==> config.mk <==
export PLATFORM = sky130hd
export DESIGN_NAME = serial_tx_frame
export DESIGN_NICKNAME = d
export VERILOG_FILES = /design/src/rtl/serial_tx_frame.sv
export SDC_FILE = /design/constraint.sdc
export NUM_CORES = 1
export LEC_CHECK = 0
export CAP_MARGIN = 20
export CORE_ASPECT_RATIO = 1.1
export CORE_MARGIN = 2
export CORE_UTILIZATION = 45
export CTS_BUF_LIST = sky130_fd_sc_hd__clkbuf_2 sky130_fd_sc_hd__clkbuf_4 sky130_fd_sc_hd__clkbuf_8
export DETAILED_ROUTE_END_ITERATION = 8
export HOLD_SLACK_MARGIN = 0.03
export PLACE_DENSITY = 0.67
export RECOVER_POWER = 50
export SYNTH_ARGS = -nofsm -noshare
export SYNTH_HDL_FRONTEND = slang
export SYNTH_SLANG_ARGS = --single-unit
export TNS_END_PERCENT = 10
==> constraint.sdc <==
create_clock -name clk -period 3.72 [get_ports clk]
set_input_delay 0.93 -clock clk [delete_from_list [all_inputs] [get_ports clk]]
set_output_delay 0.93 -clock clk [all_outputs]
set_load 0.02 [all_outputs]
==> src/rtl/serial_tx_frame.sv <==
// Parallel-to-serial frame transmitter: start bit, LSB-first data, optional
// even parity, stop bit, each held for BIT_CYCLES clocks.
module serial_tx_frame #(
  parameter int WIDTH      = 8,
  parameter int BIT_CYCLES = 4,
  parameter int PARITY_EN  = 1
) (
  input  logic             clk,
  input  logic             clear,
  input  logic             load,
  input  logic [WIDTH-1:0] data,
  output logic             ready,
  output logic             busy,
  output logic             tx,
  output logic             done
);

  localparam int CW = (BIT_CYCLES > 1) ? $clog2(BIT_CYCLES) : 1;
  localparam int BW = $clog2(WIDTH + 1);

  typedef enum logic [2:0] {IDLE, START, DATA, PARITY, STOP} state_t;

  state_t           state;
  logic [WIDTH-1:0] shreg;
  logic [WIDTH-1:0] shreg_shift;
  logic [BW-1:0]    bitcnt;
  logic [CW-1:0]    cyc;
  logic             par;
  logic             bit_end;

  function automatic logic even_parity(input logic [WIDTH-1:0] d);
    return ^d;
  endfunction

  assign shreg_shift = shreg >> 1;
  assign bit_end     = (cyc == CW'(BIT_CYCLES - 1));

  always_ff @(posedge clk) begin
    if (clear) begin
      state  <= IDLE;
      shreg  <= '0;
      bitcnt <= '0;
      cyc    <= '0;
      par    <= 1'b0;
      tx     <= 1'b1;
      ready  <= 1'b1;
      busy   <= 1'b0;
      done   <= 1'b0;
    end else begin
      done <= 1'b0;
      // Every non-idle state shares the same per-bit cycle counter.
      if (state != IDLE)
        cyc <= bit_end ? '0 : cyc + CW'(1);
      case (state)
        IDLE: begin
          if (load) begin
            shreg  <= data;
            par    <= even_parity(data);
            bitcnt <= '0;
            cyc    <= '0;
            tx     <= 1'b0;
            ready  <= 1'b0;
            busy   <= 1'b1;
            state  <= START;
          end
        end
        START: begin
          if (bit_end) begin
            tx    <= shreg[0];
            state <= DATA;
          end
        end
        DATA: begin
          if (bit_end) begin
            if (bitcnt == BW'(WIDTH - 1)) begin
              bitcnt <= '0;
              tx     <= (PARITY_EN != 0) ? par : 1'b1;
              state  <= (PARITY_EN != 0) ? PARITY : STOP;
            end else begin
              shreg  <= shreg_shift;
              tx     <= shreg_shift[0];
              bitcnt <= bitcnt + BW'(1);
            end
          end
        end
        PARITY: begin
          if (bit_end) begin
            tx    <= 1'b1;
            state <= STOP;
          end
        end
        STOP: begin
          if (bit_end) begin
            tx    <= 1'b1;
            ready <= 1'b1;
            busy  <= 1'b0;
            done  <= 1'b1;
            state <= IDLE;
          end
        end
        default: begin
          tx    <= 1'b1;
          ready <= 1'b1;
          busy  <= 1'b0;
          state <= IDLE;
        end
      endcase
    end
  end

endmodule
==> results.yml <==
critical_path:
  worstRegToRegCells: 4
  end_kind: "register"
  required_ns: 3.97
  crit_path_start_kind: "input pin"
  cp_max_fo: 7
  cp.arrival_ns: 3.01
  crit_slowest_cell: "nor4b_1"
  path_class: "input pin to register"
  path_cells: "clkdlybuf4s50_1 > nor4b_1 > a21oi_1 > nor2_1 > o21a_1"
  worst_path_largest_cell_delay_ns: 0.84
worst_hold_path:
  holdPathStages: 1
  hp-class: "register to register"
synth:
  syn_inst: 133
  yosysWarnings: 0
  synth_edf_count: 0
  seq_area_frac_synth_pct: 37.5
  ys_top_cells_by_area: "dfxtp_1 37%, mux2i_1 8.5%, a21oi_1 7.2%, xnor2_1 5.2%, o21a_1 4.5%"
  yosysTopAreaCell: "dfxtp_1"
  ys.flop_type: "dfxtp_1"
  synth_cell_types: 34
  ys_ff_latch: 22
  syn_avg_cell_area_sq_um: 8.83
  synth_area_sq_um: 1170
  syn_nets: 146
  synth_top_area_share_pct: 37.5
  async_reset_ff_share_pct: 0
floorplanning:
  die_h_microns: 57.6
  die_area_sq_um: 3040
  rows: 19
  start_util_pct: 47.1
  ios: 15
  die-width_microns: 52.7
  core_sq_um: 2500
sta:
  skew_ns: 0.00704
  hold_viol_final: 0
  relSlewSlack_pct: 31.2
  max_slew.worst_pin.slew_ns: 1.02
  setup_viol: 0
  slew_viol_final: 0
  timing.fmax_ghz: 0.362
  fin_crit_sh_pct: 74.3
  setup_tns_ns: 0
  finalWorstSetupSlack_ns: 0.956
  rsz0062_at_grt: "false"
  period_needed_ns: 2.76
placed_design:
  gp_congestion: 0.739
  port_buffers: 14
  hpwl_microns: 1680
  dpl_worst_slack_ns: 1.13
final_layout:
  antennaDiodeCount: 0
  syn_to_final_growth_pct: 12.8
  final_cell_mix: "22 x dfxtp_1, 17 x a21oi_1, 12 x clkdlybuf4s50_1, 10 x nor2_1, 10 x mux2i_1"
  fillers: 251
  drive_gt1_share_pct: 4.20
  layout.nets: 158
  final_common_cell: "dfxtp_1"
detailed_routing:
  detail-route-antenna-nets: 0
  drc: 0
  routed_wl_microns: 2270
  drtIter0Drc: 5
  vias: 956
  vias_per_cell: 5.49
  routedWlPerCell_microns: 13.0
  first_pass_iters: 2
status:
  status: "complete, no violations"
global_routing:
  grt_pass1_vias: 914
  grt_max_degree: 24
  grt_usage_pct: 16.8
  antenna_found_initial: 0
  grt_pass1_wl_microns: 3880
  grt-ovfl-total: 0
clock_tree:
  clk_pin_slew_ns: 0.10
  cts_made_buffers: 3
  root_buffer: "clkbuf_4"
  cts_sinks: 22
  cts_buffer_depth: 2
  cts_setup_buffers: 0
  holdBufCountCts: 0
  cts_tree: "built"
  cts_max_level: 1
  clk_latency_ns: 0.30
  cts-resized-gates: 0
job:
  cap_violations: 0
pwr:
  pwr-share-comb_pct: 18.9
  power.switching_mw: 0.118
  peakVddDrop_uv: 200
  internal_power_mw: 0.334
  p_sw_share_pct: 26.2
  p_seq_share_pct: 58.4
  leakage_nw: 0.456
  powerDensity_nw_per_um2: 341
  clkPwrFrac_pct: 22.7
==> cell usage after synthesis, types with 2 or more instances <==
| cell type | number |
|---|---|
| nor3_1 | 4 |
| nand2b_1 | 8 |
| nand3b_1 | 2 |
| buf_2 | 2 |
| dfxtp_1 | 22 |
| nand3_1 | 5 |
| o21ai_0 | 7 |
| nand4b_1 | 2 |
| ha_1 | 2 |
| a21oi_1 | 17 |
| clkbuf_1 | 4 |
| o21a_1 | 7 |
| mux2i_1 | 10 |
| xnor2_1 | 7 |
| nand2_1 | 6 |
| nor2_1 | 10 |
==> routing by layer <==
metal	up-vias	global-route usage (%)	wire length, microns
li1	491	-	-
met1	456	20.3	1040
met2	7	30.0	1180
met3	2	2.36	37
met4	0	5.49	16
met5	-	0	0
==> stage by stage <==
stage,power [mW],utilization (%),instances,area (sq um),hold WS (ns)
2_1_floorplan,0.326,-,133,1170,0.432
3_3_place_gp,0.355,52.8,171,1320,0.438
3_5_place_dp,0.358,52.8,171,1320,0.444
4_1_cts,0.460,53.7,174,1340,0.471
5_1_grt,0.477,53.1,174,1330,0.495
6_report,0.452,53.1,174,1330,0.465
==> worst paths after layout <==
| path | from | endpoint | slack [ns] |
|---|---|---|---|
| setup / recovery | load | shreg[2] | 0.96 |
| hold / removal | shreg[3] | shreg[3] | 0.47 |
| setup reg to reg | state[1] | bitcnt[3] | 1.51 |
| hold reg to reg | shreg[3] | shreg[3] | 0.47 |
==> worst max-delay path, delay by kind of cell <==
| kind | cells | cell delay [ns] |
|---|---|---|
| AO/OA/AOI/OAI | 2 | 0.28 |
| AND/OR/NAND/NOR | 2 | 1.27 |
| buffers and inverters | 1 | 0.53 |
==> flip-flops by register name, indices dropped and copies added, names as in the netlist <==
name	cells
shreg	8
done	1
state	3
bitcnt	4
cyc	2
par	1
tx	1
ready	1
busy	1
==> kinds of logic after synthesis <==
family | Yosys count | share of synthesized area, %
adder cells (fa/ha/maj) | 2 | 2.13
XOR/XNOR | 8 | 5.96
AO/OA/AOI/OAI | 37 | 18.5
buffers and inverters | 8 | 3.41
AND/OR/NAND/NOR | 46 | 24.0
multiplexers | 10 | 8.52
flip-flops | 22 | 37.5
==> cell type report <==
class / instances / area [sq um] / area share [%]
Tap cell: 31 / 38.8 / 2.93
Multi-Input combinational cell: 103 / 679 / 51.3
Inverter: 1 / 3.75 / 0.283
Sequential cell: 22 / 440 / 33.2
Timing Repair Buffer: 14 / 140 / 10.6
Clock buffer: 3 / 22.5 / 1.70
==> power by group through the flow <==
stage,clock [mW],sequential [mW],combinational (mW)
2_1_floorplan,0,0.269,0.0575
3_3_place_gp,0,0.269,0.0858
3_5_place_dp,0,0.270,0.0878
4_1_cts,0.107,0.264,0.0879
5_1_grt,0.117,0.266,0.0944
6_report,0.103,0.264,0.0853
Power figures use the tool's default switching activity.
